## src/rtl/hwpe_sel_ctrl.sv

```systemverilog
// HWPE enable/select controller: drains the config bus and waits for idle before switching.
// Optional DRAIN watchdog enabled by defining HWPE_SEL_CTRL_TIMEOUT_EN.
module hwpe_sel_ctrl #(
  parameter int unsigned MAX_NUM_HWPES   = 4,
  parameter int unsigned ID_WIDTH        = 8,
  parameter int unsigned MAX_OUTSTANDING = 4,
  parameter int unsigned SWITCH_SETTLE   = 2,
  parameter int unsigned DRAIN_TIMEOUT   = 1024,
  localparam int unsigned SW = (MAX_NUM_HWPES > 1) ? $clog2(MAX_NUM_HWPES) : 1
) (
  input  logic                clk_i,
  input  logic                rst_ni,
  input  logic                reg_req_i,
  input  logic [31:0]         reg_add_i,
  input  logic                reg_wen_i,
  input  logic [31:0]         reg_wdata_i,
  input  logic [3:0]          reg_be_i,
  input  logic [ID_WIDTH-1:0] reg_id_i,
  output logic                reg_gnt_o,
  output logic                reg_r_valid_o,
  output logic [31:0]         reg_r_rdata_o,
  output logic [ID_WIDTH-1:0] reg_r_id_o,
  input  logic                cfg_req_i,
  output logic                cfg_gnt_o,
  output logic                cfg_req_o,
  input  logic                cfg_gnt_i,
  input  logic                cfg_r_valid_i,
  input  logic                hwpe_busy_i,
  output logic                hwpe_en_o,
  output logic [SW-1:0]       hwpe_sel_o,
  output logic                switching_o
);

  localparam int unsigned OW  = $clog2(MAX_OUTSTANDING + 1);
  localparam int unsigned SCW = (SWITCH_SETTLE > 1) ? $clog2(SWITCH_SETTLE) : 1;

  typedef enum logic [1:0] {StStable, StDrain, StSettle} state_e;

  state_e              state_q, state_d;
  logic                en_q, en_d;
  logic [SW-1:0]       sel_q, sel_d;
  logic                pend_en_q, pend_en_d;
  logic [SW-1:0]       pend_sel_q, pend_sel_d;
  logic [OW-1:0]       out_q, out_d;
  logic [SCW-1:0]      settle_q, settle_d;
  logic                r_valid_q;
  logic [31:0]         r_rdata_q, r_rdata_d;
  logic [ID_WIDTH-1:0] r_id_q, r_id_d;

  logic          is_ctrl, is_status, ctrl_wr, reg_gnt, status_rd;
  logic          wr_en;
  logic [SW-1:0] wr_sel;
  logic          cfg_allow, drain_done, out_clear, out_inc;
  logic          timeout_hit, timeout_sticky;
  logic [31:0]   rd_data;
  logic          unused_in;

  assign unused_in = ^{reg_add_i, reg_wdata_i, reg_be_i};

  assign is_ctrl   = (reg_add_i[3:2] == 2'd0);
  assign is_status = (reg_add_i[3:2] == 2'd1);
  assign ctrl_wr   = reg_req_i && !reg_wen_i && is_ctrl;
  // CTRL writes wait for STABLE so a switch is never retargeted mid-flight
  assign reg_gnt   = reg_req_i && !(ctrl_wr && (state_q != StStable));
  assign status_rd = reg_gnt && reg_wen_i && is_status;

  assign wr_en  = reg_be_i[0] ? reg_wdata_i[0] : en_q;
  assign wr_sel = reg_be_i[1] ? reg_wdata_i[8 +: SW] : sel_q;

  assign cfg_allow  = (state_q == StStable) && (out_q < OW'(MAX_OUTSTANDING));
  assign cfg_req_o  = cfg_req_i && cfg_allow;
  assign cfg_gnt_o  = cfg_gnt_i && cfg_allow;
  assign out_inc    = cfg_req_o && cfg_gnt_i;
  assign drain_done = (out_q == '0) && (!hwpe_busy_i || !en_q);

`ifdef HWPE_SEL_CTRL_TIMEOUT_EN
  localparam int unsigned TW = (DRAIN_TIMEOUT > 1) ? $clog2(DRAIN_TIMEOUT) : 1;
  logic [TW-1:0] drain_cnt_q, drain_cnt_d;
  logic          sticky_q, sticky_d;

  assign timeout_hit    = (state_q == StDrain) && !drain_done &&
                          (drain_cnt_q == TW'(DRAIN_TIMEOUT - 1));
  assign timeout_sticky = sticky_q;

  always_comb begin
    drain_cnt_d = (state_q == StDrain) ? drain_cnt_q + 1'b1 : '0;
    sticky_d    = sticky_q;
    if (status_rd) sticky_d = 1'b0;
    if (timeout_hit) sticky_d = 1'b1;
  end

  always_ff @(posedge clk_i or negedge rst_ni) begin
    if (!rst_ni) begin
      drain_cnt_q <= '0;
      sticky_q    <= 1'b0;
    end else begin
      drain_cnt_q <= drain_cnt_d;
      sticky_q    <= sticky_d;
    end
  end
`else
  logic unused_timeout;
  assign unused_timeout = ^DRAIN_TIMEOUT;
  assign timeout_hit    = 1'b0;
  assign timeout_sticky = 1'b0;
`endif

  always_comb begin
    state_d    = state_q;
    en_d       = en_q;
    sel_d      = sel_q;
    pend_en_d  = pend_en_q;
    pend_sel_d = pend_sel_q;
    settle_d   = settle_q;
    out_clear  = 1'b0;
    unique case (state_q)
      StStable: begin
        if (reg_gnt && ctrl_wr && ({wr_en, wr_sel} != {en_q, sel_q})) begin
          pend_en_d  = wr_en;
          pend_sel_d = wr_sel;
          state_d    = StDrain;
        end
      end
      StDrain: begin
        if (drain_done || timeout_hit) begin
          state_d   = StSettle;
          en_d      = 1'b0;
          sel_d     = pend_sel_q;
          settle_d  = '0;
          out_clear = timeout_hit;
        end
      end
      StSettle: begin
        if (settle_q == SCW'(SWITCH_SETTLE - 1)) begin
          state_d = StStable;
          en_d    = pend_en_q;
        end else begin
          settle_d = settle_q + 1'b1;
        end
      end
      default: state_d = StStable;
    endcase
  end

  always_comb begin
    out_d = out_q;
    if (out_inc && !cfg_r_valid_i && (out_q < OW'(MAX_OUTSTANDING))) out_d = out_q + 1'b1;
    else if (cfg_r_valid_i && !out_inc && (out_q != '0)) out_d = out_q - 1'b1;
    if (out_clear) out_d = '0;
  end

  always_comb begin
    rd_data = '0;
    if (is_ctrl) begin
      rd_data[0]       = en_q;
      rd_data[8 +: SW] = sel_q;
    end else if (is_status) begin
      rd_data[0]       = (state_q != StStable);
      rd_data[1]       = hwpe_busy_i;
      rd_data[2]       = timeout_sticky;
      rd_data[8 +: SW] = sel_q;
    end
    r_rdata_d = (reg_gnt && reg_wen_i) ? rd_data : '0;
    r_id_d    = reg_gnt ? reg_id_i : r_id_q;
  end

  always_ff @(posedge clk_i or negedge rst_ni) begin
    if (!rst_ni) begin
      state_q    <= StStable;
      en_q       <= 1'b0;
      sel_q      <= '0;
      pend_en_q  <= 1'b0;
      pend_sel_q <= '0;
      out_q      <= '0;
      settle_q   <= '0;
      r_valid_q  <= 1'b0;
      r_rdata_q  <= '0;
      r_id_q     <= '0;
    end else begin
      state_q    <= state_d;
      en_q       <= en_d;
      sel_q      <= sel_d;
      pend_en_q  <= pend_en_d;
      pend_sel_q <= pend_sel_d;
      out_q      <= out_d;
      settle_q   <= settle_d;
      r_valid_q  <= reg_gnt;
      r_rdata_q  <= r_rdata_d;
      r_id_q     <= r_id_d;
    end
  end

  assign reg_gnt_o     = reg_gnt;
  assign reg_r_valid_o = r_valid_q;
  assign reg_r_rdata_o = r_rdata_q;
  assign reg_r_id_o    = r_id_q;
  assign hwpe_en_o     = en_q;
  assign hwpe_sel_o    = sel_q;
  assign switching_o   = (state_q != StStable);

endmodule
```

## config.mk

```make
export PLATFORM = sky130hd
export DESIGN_NAME = hwpe_sel_ctrl
export DESIGN_NICKNAME = d
export VERILOG_FILES = /design/src/rtl/hwpe_sel_ctrl.sv
export SDC_FILE = /design/constraint.sdc
export NUM_CORES = 1
export LEC_CHECK = 0
export ABC_AREA = 1
export BUFFER_PORTS_ARGS = -buffer_cell sky130_fd_sc_hd__buf_2
export CAP_MARGIN = 20
export CORE_ASPECT_RATIO = 0.8
export CORE_MARGIN = 2
export CORE_UTILIZATION = 30
export CTS_CLUSTER_DIAMETER = 150
export DETAILED_ROUTE_END_ITERATION = 16
export GPL_TIMING_DRIVEN = 0
export MAX_ROUTING_LAYER = met4
export PLACE_DENSITY_LB_ADDON = 0.1
export SYNTH_ARGS = -nofsm -noshare
export SYNTH_HDL_FRONTEND = slang
export SYNTH_SLANG_ARGS = --single-unit
```

## constraint.sdc

```tcl
create_clock -name clk_i -period 2.15 [get_ports clk_i]
set_input_delay 0.3225 -clock clk_i [delete_from_list [all_inputs] [get_ports clk_i]]
set_output_delay 0.3225 -clock clk_i [all_outputs]
set_load 0.02 [all_outputs]
```

==> summary.md <==
| Metric | Value |
|---|---|
| CP endpoint kind | `output port` |
| Clock root buffer | `clkbuf_8` |
| Int Pwr | `just under 1 mW` |
| Post-synth top area cell | `dfrtp_1` |
| CP Launch Type | `flop` |
| Reg2Reg Depth | `9` |
| Clock-pin transition on the worst setup and hold timing paths | `0.10 ns` |
| Async SR Flop Fraction | `100%` |
| Antenna Violating Nets Remaining | `0` |
| Sink Count | `25` |
| DIE AREA | `5350 um2` |
| Ys Warns | `0` |
| Inst Count DP | `roughly 300` |
| Final total power | `1.72 mW` |
| Num rows | `22` |
| Synth top cells by count | `58 x nand2_1, 28 x buf_4, 25 x dfrtp_1` |
| # nets final | `approximately 330` |
| Ant diodes | `0` |
| Core area | `about 4600 um2` |
| Drt total wl | `2810 um` |
| Layout Cell Area excl Fill | `between 1500 and 2000 um2` |
| Hold Vio Cnt, Final | `0` |
| Critical path class | `flop to output port` |
| Post-CTS Setup Bufs | `0` |
| Setup violators final | `0` |
| Synth top area share | `between 40% and 50%` |
| Psw | `just over 0.7 mW` |
| Placed Area | `1820 um2` |
| Largest net degree at the start of global routing | `26` |
| Critical Path AT | `approximately 1.4 ns` |
| Synth area leaders | `dfrtp_1 44%, nand2_1 15%, buf_4 15%` |
| Tot GR Track Use | `between 10% and 20%` |
| Vias in the first global route | `1003` |
| Max-Cap Viols | `0` |
| CP max FO | `10` |
| Initial core utilization | `31.2%` |
| Seq/Total Area, Yosys | `approximately 44%` |
| Comb pwr share | `42.2%` |
| Yosys reg bits | `25` |
| Syn_area_per_cell | `a little over 8 um2` |
| Cells after synthesis | `between 150 and 200` |
| Die Height | `65.8 um` |
| Chip width | `81.3 um` |
| Top-count cell post-synth | `nand2_1` |
| Metal2 WL | `between 1000 and 1500 um` |
| Pleak | `between 1 and 1.5 nW` |
| Htree depth | `1` |
| Clock Power Share | `between 10% and 20%` |
| Drt wl/cell | `between 9 and 10 um` |
| Port Buffer Count | `between 40 and 50` |
| PostCTS Resize Cnt | `0` |
| Clk_lat worst skew | `0.27 ns` |
| Netlist cell types | `24` |
| Register area | `626 um2` |
| DPL Wire Length | `2230 um` |
| Clk buf depth | `2` |
| Layout area overhead | `30.4%` |
| Initial antenna violation count | `0` |
| Synthesized area | `1430 um2` |
| Reg-to-reg setup timing slack | `roughly 0.57 ns` |
| Finished Layout Cells | `about 300` |
| Final hold slack | `a little over 0.03 ns` |
| Total negative slack | `0 ns` |
| Class of the tightest hold or removal check | `input pin to async pin` |
| Cts hold-fix bufs | `0` |
| FMAX | `577 MHz` |
| RSZ-0062 raised after global routing | `false` |
| Num CTS Buffers | `3` |
| Layout cell share with drive strength beyond 1 | `38.1%` |
| Residual DRC | `0` |
| 1st-iter DRT viols | `43` |
| Gpl congestion | `between 0.7 and 0.8` |
| Fin crit share | `80.6%` |
| Reg power frac | `about two fifths` |
| Met1 WL | `about 1400 um` |
| Period minus WS final | `around 1.7 ns` |
| Routed met3 length | `230 um` |
| Number of synthesized flops with an enable pin | `0` |
| # IOs | `between 100 and 150` |
| Worst slew pin tran | `between 0.5 and 0.6 ns` |
| Final core occ | `about two fifths` |
| Filler Cell Count | `473` |
| Grt ovf | `0` |
| Detailed-route via count | `around 1200` |
| Worst Skew | `between 0.008 and 0.009 ns` |
| Status | `finished clean` |
| Synth Flop Type | `dfrtp_1` |
| Reg2Reg Launch Point | `state_q[1]` |
| CTS tree | `yes` |
| Rel. slew slack | `62.3%` |
| Net Sw Frac | `approximately 42%` |
| First-pass GRT wire length | `4530 um` |
| PwrDens | `a little over 900 nW/um2` |
| Setup Slack @ Placement | `slightly below 0.6 ns` |
| First-pass DRT Iterations | `4` |
| Worst setup margin | `0.418 ns` |
| RR Endpoint | `out_q[2]` |
| Multi-input logic area | `about 620 um2` |
| Fin. max-slew vios | `0` |
| DR vias/cell | `between 3 and 4` |
| Max VDD drop | `between 0.4 and 0.5 mV` |
| DR top layer | `met4` |
| CP Data Required Time | `about 1.8 ns` |
-- critical path, stage by stage (launching register included) --
cell and delay (ns):
dfrtp_1 0.44, nor2_4 0.16, inv_2 0.08, nand3_2 0.08
nand2_4 0.09, inv_4 0.11, buf_2 0.17
-- how the worst max path moves through the flow --
stage | slack (ns) | cells after the start | endpoint | from
4_1_cts | 0.39 | 6 | reg_gnt_o | state_q[1]
5_1_grt | 0.30 | 6 | reg_gnt_o | state_q[1]
3_3_place_gp | 0.57 | 9 | out_q[2] | state_q[1]
3_5_place_dp | 0.58 | 9 | out_q[2] | state_q[1]
2_1_floorplan | 0.66 | 9 | out_q[2] | state_q[1]
6_report | 0.42 | 6 | reg_gnt_o | state_q[1]
-- cell type report --
type | count | share of cell area (%)
sequential | 25 | 33.5
tap | 60 | 4.02
timing repair buffer | 42 | 11.2
clock inverter | 1 | 0.402
clock buffer | 3 | 2.21
multi-input combinational | 128 | 33.3
buffer | 28 | 11.2
inverter | 20 | 4.15
-- power by group through the flow --
stage                     registers (mW)  clock network, mW  logic [mW]
after detailed placement           0.710                  0       0.733
after floorplan                    0.758                  0       0.489
final                              0.699              0.294       0.723
after global routing               0.722              0.327       0.817
after global placement             0.711                  0       0.732
after CTS                          0.703              0.305       0.735
-- layout by cell type (no fill, tap or decap), drive strengths merged, types with 2 or more instances in the layout --
| master | n |
|---|---|
| o22ai | 2 |
| nor3 | 3 |
| buf | 70 |
| a21oi | 2 |
| nand2 | 64 |
| dfrtp | 25 |
| nor2 | 9 |
| clkbuf | 3 |
| nand3 | 5 |
| conb | 28 |
| o21ai | 9 |
| nand4 | 2 |
| inv | 20 |
-- routing by layer --
metal | vias up | track usage, %
met2 | 45 | 17.0
met4 | 0 | 3.81
met1 | 492 | 15.5
met3 | 2 | 3.28
li1 | 626 | -
met5 | - | -
-- flip-flops by register name, summed over array words and instances, names as in the netlist --
| register | flops |
|---|---|
| hwpe_en_o | 1 |
| hwpe_sel_o | 2 |
| out_q | 3 |
| pend_en_q | 1 |
| pend_sel_q | 2 |
| reg_r_id_o | 8 |
| reg_r_rdata_o | 4 |
| reg_r_valid_o | 1 |
| settle_q | 1 |
| state_q | 2 |
-- logic make-up after synthesis --
family	synth area share, %
flip-flops	43.6
AO/OA/AOI/OAI	5.58
XOR/XNOR	1.13
adder cells (fa/ha/maj)	1.40
AND/OR/NAND/NOR	27.9
other	0.262
buffers and inverters	20.1
Power figures use the tool's default switching activity.
